==> src/rtl/bp_fe_pkg.sv <==
// Shared front-end definitions: the FE queue packet layout and the queue pointer sizing helper.
package bp_fe_pkg;

    typedef struct packed {
        logic [1:0]  msg_type;
        logic [50:0] padding;
        logic [3:0]  exc_code;
        logic [38:0] pc;
        logic [31:0] instr;
    } bp_fe_queue_s;

    localparam int fe_queue_width_lp = $bits(bp_fe_queue_s);

    // One extra bit beyond the address bits serves as the wrap bit.
    function automatic int bp_fe_queue_ptr_width(input int els);
        return $clog2(els) + 1;
    endfunction

endpackage

==> src/rtl/bp_fe_queue_ptr_ctrl.sv <==
// Write / speculative-read / commit pointers of the FE rollback queue, with full/valid
// derivation and resolution of clr, roll, yumi, deq and enqueue.
module bp_fe_queue_ptr_ctrl
    import bp_fe_pkg::*;
#(
    parameter int els_p = 8,
    localparam int ptr_w = bp_fe_queue_ptr_width(els_p),
    localparam int addr_w = ptr_w - 1
) (
    input  logic              clk,
    input  logic              reset_n,
    input  logic              enq_v,
    input  logic              yumi,
    input  logic              deq,
    input  logic              roll,
    input  logic              clr,
    output logic              enq_ready,
    output logic              read_v,
    output logic              write_en,
    output logic [addr_w-1:0] waddr,
    output logic [addr_w-1:0] raddr
);

    logic [ptr_w-1:0] wptr, rptr, cptr;
    logic [ptr_w-1:0] wptr_next, rptr_next, cptr_next;
    logic [ptr_w-1:0] rd_span, wr_span;
    logic             full, yumi_ok, deq_ok, enq_ok;

    // Occupancy is measured from the commit point so unrolled entries are never overwritten.
    assign full      = (wptr[addr_w-1:0] == cptr[addr_w-1:0]) && (wptr[addr_w] != cptr[addr_w]);
    assign enq_ready = ~full;
    assign read_v    = (rptr != wptr);

    assign yumi_ok  = yumi & read_v;
    assign deq_ok   = deq & (cptr != rptr);
    assign enq_ok   = enq_v & ~full;
    assign write_en = enq_ok & ~clr;

    // Deq lands first so roll and clr rewind to the freshly advanced commit point.
    assign cptr_next = cptr + ptr_w'(deq_ok);

    always_comb begin
        rptr_next = rptr;
        if (clr || roll) begin
            rptr_next = cptr_next;
        end else if (yumi_ok) begin
            rptr_next = rptr + 1'b1;
        end

        wptr_next = wptr;
        if (clr) begin
            wptr_next = cptr_next;
        end else if (enq_ok) begin
            wptr_next = wptr + 1'b1;
        end
    end

    assign waddr = wptr[addr_w-1:0];
    assign raddr = rptr[addr_w-1:0];

    always_ff @(posedge clk) begin
        if (!reset_n) begin
            wptr <= '0;
            rptr <= '0;
            cptr <= '0;
        end else begin
            wptr <= wptr_next;
            rptr <= rptr_next;
            cptr <= cptr_next;
        end
    end

    assign rd_span = rptr - cptr;
    assign wr_span = wptr - cptr;

    always_ff @(posedge clk) begin
        if (reset_n) begin
            assert (!(yumi && !read_v))
                else $error("fe_queue: yumi with no unread entry");
            assert (!(deq && (cptr == rptr)))
                else $error("fe_queue: deq with no read-but-uncommitted entry");
            assert ((rd_span <= wr_span) && (wr_span <= ptr_w'(els_p)))
                else $error("fe_queue: pointer ordering violated");
        end
    end

endmodule

==> src/rtl/bsg_mem_1r1w.sv <==
// One-write-port, one-read-port register array; clocked write, asynchronous read.
module bsg_mem_1r1w #(
    parameter int width_p = 128,
    parameter int els_p = 8,
    parameter int read_write_same_addr_p = 0,
    localparam int addr_w = $clog2(els_p)
) (
    input  logic               w_clk_i,
    input  logic               w_v_i,
    input  logic [addr_w-1:0]  w_addr_i,
    input  logic [width_p-1:0] w_data_i,
    input  logic               r_v_i,
    input  logic [addr_w-1:0]  r_addr_i,
    output logic [width_p-1:0] r_data_o
);

    logic [width_p-1:0] mem [els_p];

    always_ff @(posedge w_clk_i) begin
        if (w_v_i) begin
            mem[w_addr_i] <= w_data_i;
        end
    end

    assign r_data_o = r_v_i ? mem[r_addr_i] : '0;

    always_ff @(posedge w_clk_i) begin
        if (read_write_same_addr_p == 0) begin
            assert (!(w_v_i && r_v_i && (w_addr_i == r_addr_i)))
                else $error("bsg_mem_1r1w: read and write to the same address");
        end
    end

endmodule

==> src/rtl/bp_fe_queue_rollback_fifo.sv <==
// FE queue storage with speculative reads: packets stay resident until the BE commits them,
// so a roll can replay them and a clr can drop everything not yet committed.
module bp_fe_queue_rollback_fifo
    import bp_fe_pkg::*;
#(
    parameter int els_p = 8,
    parameter int width_p = fe_queue_width_lp
) (
    input  logic               clk_i,
    input  logic               reset_n_i,
    input  logic [width_p-1:0] enq_data_i,
    input  logic               enq_v_i,
    output logic               enq_ready_o,
    output logic [width_p-1:0] fe_queue_o,
    output logic               fe_queue_v_o,
    input  logic               fe_queue_yumi_i,
    input  logic               fe_queue_deq_i,
    input  logic               fe_queue_roll_i,
    input  logic               fe_queue_clr_i
);

    localparam int addr_w = bp_fe_queue_ptr_width(els_p) - 1;

    logic [addr_w-1:0] waddr, raddr;
    logic              write_en;

    bp_fe_queue_ptr_ctrl #(
        .els_p(els_p)
    ) ptr_ctrl (
        .clk      (clk_i),
        .reset_n  (reset_n_i),
        .enq_v    (enq_v_i),
        .yumi     (fe_queue_yumi_i),
        .deq      (fe_queue_deq_i),
        .roll     (fe_queue_roll_i),
        .clr      (fe_queue_clr_i),
        .enq_ready(enq_ready_o),
        .read_v   (fe_queue_v_o),
        .write_en (write_en),
        .waddr    (waddr),
        .raddr    (raddr)
    );

    bsg_mem_1r1w #(
        .width_p               (width_p),
        .els_p                 (els_p),
        .read_write_same_addr_p(0)
    ) mem (
        .w_clk_i (clk_i),
        .w_v_i   (write_en),
        .w_addr_i(waddr),
        .w_data_i(enq_data_i),
        .r_v_i   (fe_queue_v_o),
        .r_addr_i(raddr),
        .r_data_o(fe_queue_o)
    );

endmodule

==> config.mk <==
export PLATFORM = sky130hd
export DESIGN_NAME = bp_fe_queue_rollback_fifo
export DESIGN_NICKNAME = d
export VERILOG_FILES = /design/src/rtl/bp_fe_pkg.sv /design/src/rtl/bp_fe_queue_ptr_ctrl.sv /design/src/rtl/bsg_mem_1r1w.sv /design/src/rtl/bp_fe_queue_rollback_fifo.sv
export SDC_FILE = /design/constraint.sdc
export NUM_CORES = 1
export LEC_CHECK = 0
export BUFFER_PORTS_ARGS = -buffer_cell sky130_fd_sc_hd__buf_2
export CAP_MARGIN = 20
export CORE_ASPECT_RATIO = 0.8
export CORE_MARGIN = 8
export CORE_UTILIZATION = 60
export DETAILED_ROUTE_END_ITERATION = 7
export GPL_TIMING_DRIVEN = 0
export PLACE_DENSITY = 0.79
export REMOVE_ABC_BUFFERS = 1
export SKIP_CTS_REPAIR_TIMING = 1
export SYNTH_ARGS = -nofsm -noshare
export SYNTH_HDL_FRONTEND = slang
export SYNTH_SLANG_ARGS = --single-unit
==> constraint.sdc <==
create_clock -name clk_i -period 23.6 [get_ports clk_i]
set_input_delay 4.72 -clock clk_i [delete_from_list [all_inputs] [get_ports clk_i]]
set_output_delay 4.72 -clock clk_i [all_outputs]
set_load 0.01 [all_outputs]
==> summary.md, run 1 <==
| Metric | Value |
|---|---|
| Site Rows | 84 |
| Buffer type at the clock tree root | clkbuf_16 |
| Net count, final | 2216 |
| Xor-xnor portion of the synthesized cell area | 0.353% |
| Commonest cells after routing, fill and taps aside | 1024 x edfxtp_1, 264 x buf_2, 256 x mux4_2 |
| Count of cell types in the netlist | 30 |
| Met3 capacity usage during global routing | 4.86% |
| Multi-input gate area | 0.00812 mm2 |
| Fraction of the mapped netlist area in compound gates | 0.356% |
| Final total power | 4500 uW |
| Combinational family with the most area after synthesis | multiplexers |
| Sequential fraction of the synthesis area | 78.2% |
| Arrival time worst endpoint | 3.55 ns |
| Die Ht | 246 um |
| Slack of the worst reg-to-reg path | 20.04 ns |
| Die Span X | 304 um |
| Number of cells traversed by the worst hold path | 2 |
| Peak per-stage delay on the critical path | 0.82 ns |
| Mapped cell area | 0.0397 mm2 |
| Worst clock skew | 0.0145 ns |
| Via count of the routed design | 18682 |
| Kind of launch point of the worst setup path | register |
| Global-route congestion overflow total | 0 |
| Count of filler cells inserted in the layout | 3775 |
| Drt total wl | 83.0 mm |
| Class of the tightest hold or removal check | reg -> reg |
| Number of hold violations in the final report | 0 |
| Mean post-synth cell area | 23.0 um2 |
| Cell at the slowest stage of the critical path | dfxtp_4 |
| Type of element capturing the critical path | output pin |
| Post-synth EDFFs | 1024 |
| Peak supply drop | 0.103 mV |
| Critical path required time | 18.88 ns |
| Max FO, Critical Path | 41 |
| Average wire per standard cell | 27.4 um |
| Detailed-route DRC error count | 0 |
| MaxCap Viol Count | 0 |
| Clock latency reported for the late side of the worst-skew pair | 0.64 ns |
| Yosys reg bits | 1039 |
| Sum of net half-perimeters after detailed placement | 49.7 mm |
| Die area | 0.0748 mm2 |
| Layer with the highest usage | met2 |
| Adder-cell share of the synthesized area | 0.126% |
| Number of buffers added by the clock tree synthesis step | 94 |
| Initial core utilization | 60.6% |
| Count of yosys warnings during synthesis | 0 |
| Overall track demand over capacity in global routing | 22.1% |
| Worst slew slack as a fraction of its limit | 40.7% |
| Placer Congestion | 0.768 |
| Most common library cell in the layout ignoring fill and taps | edfxtp_1 |
| Number of search-and-repair iterations in the first detailed-routing pass | 7 |
| Synthesized instance count | 1724 |
| Share of synthesized registers carrying an async set or reset | 0% |
| Share of synthesized area spent on multiplexers | 17.8% |
| Met2 Track Usage GR | 36.4% |
| Total of buffers placed on input and output ports | 264 |
| Clock tree from TritonCTS | yes |
| Startpoint of the most critical register-to-register path | ptr_ctrl.wptr[0] |
| Setup repair after global routing missed its margin | false |
| Global-route met1 utilization | 30.7% |
| R2r worst-path depth | 9 |
| Core utilization of the finished layout | 70.5% |
| Clk slew on worst S/H paths | 0.06 ns |
| Crit share post-route | 35.1% |
| H-tree depth | 3 |
| Power per Cell Area | 97.4 mW/mm2 |
| Buffer depth of the longest clock path | 3 |
| Antenna violations before repair | 17 |
| Static leakage power | 0.0149 uW |
| Area Growth Syn to Fin | 16.4% |
| Fraction of final layout cells with drive strength greater than 1 | 35.3% |
| HP Start | ptr_ctrl.rptr[2] |
| Area used by sequential logic in the layout | 0.0311 mm2 |
| Leading register cell type out of synthesis | edfxtp_1 |
| Maximum number of pins on one net before global-route repair | 60 |
| Vias in the first global route | 19685 |
| Core Region | 0.0656 mm2 |
| Result of the run | completed |
| Top achievable clock speed | 0.121 GHz |
| Slew Viols, Final | 0 |
| Ratio of routed vias to standard cells | 6.17 |
| Number of failing setup endpoints in the final timing report | 0 |
| Antenna viol nets, final | 0 |
| Critical path, cell by cell | buf_16 > buf_16 > buf_16 > mux4_2 > mux2i_1 > nor2_1 > buf_2 |
| Capturing point of the worst reg2reg path | mem.mem[4][63] |
| Drt initial violations | 1623 |
| Minimum period implied by the final worst setup slack | 8.27 ns |
| Io pins | 265 |
| Synth Area in Simple Gates | 1.68% |
| Startpoint-to-endpoint class of the critical path | reg -> out |
| Critical path's most frequent cell | buf_16 |
| Clock tree sinks | 1039 |
| Slew at the pin with the worst max-slew slack | 0.887 ns |
| Global-route wire length before repair | 125 mm |
area by class of cell:
| type | count | area share, % |
|---|---|---|
| Clock inverter | 71 | 1.50 |
| Clock buffer | 106 | 5.23 |
| Inverter | 5 | 0.0406 |
| Timing Repair Buffer | 346 | 6.16 |
| Sequential cell | 1039 | 67.2 |
| Tap cell | 860 | 2.33 |
| Multi-Input combinational cell | 591 | 17.5 |
| Antenna cell | 9 | 0.0487 |
stage by stage:
| step | instance area [um2] | hold WS, ns | setup TNS, ns | setup WS (ns) | cells |
|---|---|---|---|---|---|
| after floorplan | 39100 | 0.511 | 0 | 7.21 | 1635 |
| after detailed placement | 43100 | 0.571 | 0 | 15.88 | 2841 |
| final | 46300 | 0.602 | 0 | 15.33 | 3027 |
| after CTS | 46200 | 0.598 | 0 | 15.18 | 3018 |
| after global placement | 41500 | 0.532 | -129.37 | -0.533 | 2759 |
| after global routing | 46200 | 0.630 | 0 | 15.04 | 3021 |
kinds of logic (layout without fill, tap and decap cells):
group | Yosys count | count (layout)
AO/OA/AOI/OAI | 20 | 20
XOR/XNOR | 16 | 16
adder cells (fa/ha/maj) | 4 | 4
buffers and inverters | 94 | 528
flip-flops | 1039 | 1039
multiplexers | 385 | 385
other | 0 | 9
AND/OR/NAND/NOR | 166 | 166
registers in the layout, indices dropped and copies added, names as in the netlist, named ones only:
name	count
mem.mem	1024
ptr_ctrl.cptr	4
ptr_ctrl.rptr	4
ptr_ctrl.wptr	4
how the worst max path moves through the flow:
stage              from        endpoint
5_1_grt        register  fe_queue_o[78]
6_report       register  fe_queue_o[97]
3_5_place_dp   register  fe_queue_o[97]
2_1_floorplan  register   fe_queue_o[0]
3_3_place_gp    enq_v_i  mem.mem[4][60]
4_1_cts        register  fe_queue_o[97]
synth_stat cells (all sizes together) (2+ instances only):
cell type	number	share of area [%]
edfxtp	1024	77
mux4	256	15
nor2	139	1.3
mux2i	129	3.3
buf	82	1.4
dfxtp	15	0.76
o21ai	10	0.13
xnor2	10	0.22
nand2	8	0.076
clkbuf	7	0.066
xor2	6	0.13
inv	5	0.047
a31oi	4	0.063
ha	4	0.13
a211oi	3	0.057
nor3	3	0.038
or3	3	0.047
and2	2	0.031
and3	2	0.031
and4	2	0.044
nand2b	2	0.031
nand3	2	0.025
nand4	2	0.031
power breakdown:
part	total [uW]	internal, uW	leakage (uW)	switching [uW]
sequential	2120	2080	0.00937	36.9
combinational	864	407	0.00399	457
clock	1520	865	0.00153	659
total	4500	3350	0.0149	1150
per-layer routing:
| layer | vias up | wire length (um) |
|---|---|---|
| li1 | 7931 | - |
| met1 | 9854 | 33600 |
| met2 | 761 | 41700 |
| met3 | 120 | 6280 |
| met4 | 16 | 1340 |
| met5 | - | 92 |
critical path: cells and delay by family (launching register included):
| kind | cells | cell delay (ns) |
|---|---|---|
| buf+inv | 4 | 1.17 |
| flops | 1 | 0.82 |
| mux | 2 | 0.72 |
| simple gates | 1 | 0.13 |
Power figures use the tool's default switching activity.
==> inputs of run 2 (changes only) <==
- ABC_AREA: default -> 1
- clock period: 23.6 -> 8.1 ns (I/O delays scaled with it)
==> run 2 against run 1 <==
Critical path depth grew 1. Sequential power rose to 2.9 times the previous value. Hold slack improved by 0.068 ns. Combinational power rose to 3.6 times the previous value. Power grew to 3.0 times the previous value. Via count increased by 39%. Cell area up 1.8%. Synthesized cell count is 76% higher. Die area grew 2.9%. Clock skew up 0.00091 ns. Critical endpoint is now fe_queue_o[89]. Largest power group unchanged. Highest routed layer unchanged.
==> summary.md, run 2 <==
| Metric | Value |
|---|---|
| Ratio of routed vias to standard cells | 6.05 (was 6.17) |
| Number of cells traversed by the worst hold path | 2 (unchanged) |
| Area Growth Syn to Fin | 15.0% (was 16.4%) |
| Count of filler cells inserted in the layout | 4289 (was 3775) |
| Most common library cell in the layout ignoring fill and taps | edfxtp_1 (unchanged) |
| Total of buffers placed on input and output ports | 264 (unchanged) |
| Static leakage power | 0.0159 uW (was 0.0149 uW) |
| Drt initial violations | 2880 (was 1623) |
| Startpoint-to-endpoint class of the critical path | reg -> out (unchanged) |
| Peak supply drop | 0.250 mV (was 0.103 mV) |
| Sum of net half-perimeters after detailed placement | 55.3 mm (was 49.7 mm) |
| Maximum number of pins on one net before global-route repair | 139 (was 60) |
| Startpoint of the most critical register-to-register path | ptr_ctrl.wptr[0] (unchanged) |
| Mean post-synth cell area | 13.5 um2 (was 23.0 um2) |
| Core utilization of the finished layout | 69.9% (was 70.5%) |
| Die Span X | 308 um (was 304 um) |
| Layer with the highest usage | met2 (unchanged) |
| Setup repair after global routing missed its margin | false (unchanged) |
| Number of flip-flops in the largest register | 1024 (unchanged) |
| Average wire per standard cell | 22.5 um (was 27.4 um) |
| Io pins | 265 (unchanged) |
| Area share of the largest cell type after synthesis | 75.1% (was 77.4%) |
| Max FO, Critical Path | 138 (was 41) |
| Via count of the routed design | 25925 (was 18682) |
| Number of cells after detailed placement | 4088 (was 2841) |
| Drt total wl | 96.6 mm (was 83.0 mm) |
| Die Ht | 250 um (was 246 um) |
| H-tree depth | 3 (unchanged) |
| Slew Viols, Final | 0 (unchanged) |
| R2r worst-path depth | 11 (was 9) |
| Worst slack at placement | 3.46 ns (was 15.88 ns) |
| Clock tree from TritonCTS | yes (unchanged) |
| Slack of the worst reg-to-reg path | 4.83 ns (was 20.04 ns) |
| Power per Cell Area | 291 mW/mm2 (was 97.4 mW/mm2) |
| Overall track demand over capacity in global routing | 24.2% (was 22.1%) |
| Clk slew on worst S/H paths | 0.06 ns (about the same) |
| Detailed-route DRC error count | 0 (unchanged) |
| Largest register by flop count | mem.mem (unchanged) |
| Cell type contributing the most total cell area after synthesis | edfxtp_1 (unchanged) |
| Capturing point of the worst reg2reg path | mem.mem[5][105] (was mem.mem[4][63]) |
| Number of failing setup endpoints in the final timing report | 0 (unchanged) |
| Worst setup path end | fe_queue_o[89] (was fe_queue_o[97]) |
| Non-filler instance count after layout | 4288 (was 3027) |
| Site Rows | 85 (was 84) |
| Global-route congestion overflow total | 0 (unchanged) |
| Global-route met1 utilization | 31.3% (was 30.7%) |
| Minimum period implied by the final worst setup slack | 5.42 ns |
| Initial core utilization | 60.7% (was 60.6%) |
| Mapped cell area | 0.0410 mm2 (was 0.0397 mm2) |
| Met3 capacity usage during global routing | 4.48% (was 4.86%) |
| Met2 Track Usage GR | 40.8% (was 36.4%) |
| Critical path required time | 6.48 ns (was 18.88 ns) |
| Die area | 0.0769 mm2 (was 0.0748 mm2) |
| Buffer depth of the longest clock path | 3 (unchanged) |
| MaxCap Viol Count | 0 (unchanged) |
| Number of search-and-repair iterations in the first detailed-routing pass | 5 (was 7) |
| Kind of launch point of the worst setup path | register (unchanged) |
| Class of the tightest hold or removal check | reg -> reg (unchanged) |
| Worst clock skew | 0.0154 ns (was 0.0145 ns) |
| Cell with the most instances after synthesis | edfxtp_1 (unchanged) |
| Yosys reg bits | 1039 (unchanged) |
| Number of hold violations in the final report | 0 (unchanged) |
| Antenna viol nets, final | 0 (unchanged) |
| Count of yosys warnings during synthesis | 0 (unchanged) |
| Clock latency reported for the late side of the worst-skew pair | 0.64 ns (about the same) |
| Synthesized instance count | 3041 (was 1724) |
| Type of element capturing the critical path | output pin (unchanged) |
| Vias in the first global route | 26351 (was 19685) |
| Number of buffers added by the clock tree synthesis step | 97 (was 94) |
| Synth top cells by count | 1024 x edfxtp_1, 795 x nor2_1, 549 x o21ai_0, 128 x mux2i_1, 128 x o22ai_1 (was 1024 x edfxtp_1, 256 x mux4_2, 139 x nor2_1, 129 x mux2i_1, 40 x buf_2) |
| Leading register cell type out of synthesis | edfxtp_1 (unchanged) |
| Fraction of final layout cells with drive strength greater than 1 | 14.7% (was 35.3%) |
| Share of synthesized registers carrying an async set or reset | 0% (unchanged) |
| Global-route wire length before repair | 146 mm (was 125 mm) |
| Slew at the pin with the worst max-slew slack | 0.929 ns (was 0.887 ns) |
| Arrival time worst endpoint | 3.80 ns (was 3.55 ns) |
| Post-synth EDFFs | 1024 (unchanged) |
| Worst slew slack as a fraction of its limit | 38.0% (was 40.7%) |
| Antenna violations before repair | 20 (was 17) |
| Area contributors post-synth | edfxtp_1 75%, nor2_1 7.3%, o21ai_0 6.7% (was edfxtp_1 77%, mux4_2 15%, mux2i_1 3.3%) |
| Sequential fraction of the synthesis area | 75.8% (was 78.2%) |
| Count of cell types in the netlist | 29 (was 30) |
| Commonest cells after routing, fill and taps aside | 1024 x edfxtp_1, 788 x nor2_1, 549 x o21ai_0 (was 1024 x edfxtp_1, 264 x buf_2, 256 x mux4_2) |
| Result of the run | completed (unchanged) |
| Crit share post-route | 66.9% |
| Net count, final | 3414 (was 2216) |
| Core Region | 0.0674 mm2 (was 0.0656 mm2) |
| Final Worst Setup Slack | 2.68 ns (was 15.33 ns) |
| Clock tree sinks | 1039 (unchanged) |
| Placer Congestion | 0.795 (was 0.768) |
| Top achievable clock speed | 0.184 GHz |
| Buffer type at the clock tree root | clkbuf_16 (unchanged) |
## run 2: worst min path at each step
| stage | end | start |
|---|---|---|
| 6_report | ptr_ctrl.wptr[0] | ptr_ctrl.wptr[0] |
| 5_1_grt | ptr_ctrl.wptr[0] | ptr_ctrl.wptr[0] |
| 4_1_cts | ptr_ctrl.wptr[0] | ptr_ctrl.wptr[0] |
| 3_5_place_dp | ptr_ctrl.wptr[0] | ptr_ctrl.wptr[0] |
| 3_3_place_gp | ptr_ctrl.wptr[0] | ptr_ctrl.wptr[0] |
| 2_1_floorplan | ptr_ctrl.wptr[0] | ptr_ctrl.wptr[0] |
## run 2: final cells by class
cell class	count	area [um2]	area share, %
multi-input cells	1777	8800	18.7
inverters	24	103	0.218
clock buffers	113	2510	5.33
flip-flops and latches	1039	31100	65.9
diodes	19	47.5	0.101
clock inverters	67	642	1.36
repair buffers	336	2800	5.94
well taps	913	1140	2.43
## run 2: power breakdown
part	leakage, uW	internal (uW)	switching, uW
combinational	0.00502	1030	2070
sequential	0.00937	6050	82.1
clock	0.00153	2570	1920
total	0.0159	9660	4070
## run 2: kinds of logic (layout without fill, tap and decap cells)
family / count (synthesis) / in the layout / synth area share (%)
other: 0 / 19 / 0
AO/OA/AOI/OAI: 780 / 780 / 9.94
buffers and inverters: 225 / 540 / 2.86
multiplexers: 128 / 128 / 3.13
adder cells (fa/ha/maj): 4 / 4 / 0.122
AND/OR/NAND/NOR: 853 / 853 / 7.88
XOR/XNOR: 12 / 12 / 0.257
flip-flops: 1039 / 1039 / 75.8
## run 2: through the flow
stage	hold WS (ns)	total power, uW	TNS, ns	cell area (um2)
global route	0.693	14300	0	47100
detailed placement	0.639	9300	0	43900
CTS	0.656	13800	0	47000
floorplan	0.553	8460	-2212.20	39900
global placement	0.609	9650	-	42300
finish	0.669	13700	0	47100
## run 2: worst max-delay path, stage by stage (launching register included)
cell     delay [ns]
dfxtp_4        0.54
buf_16         0.31
inv_8          0.67
buf_16         0.48
o21ai_0        0.19
o21ai_0        0.13
o21ai_0        0.13
nor2_1         0.32
buf_2          0.20
## run 2: metal layers
layer	routed length, um	part of all wire (%)
met2	48100	50
met3	8190	8.5
met5	74	0.077
met4	3030	3.1
met1	37200	39
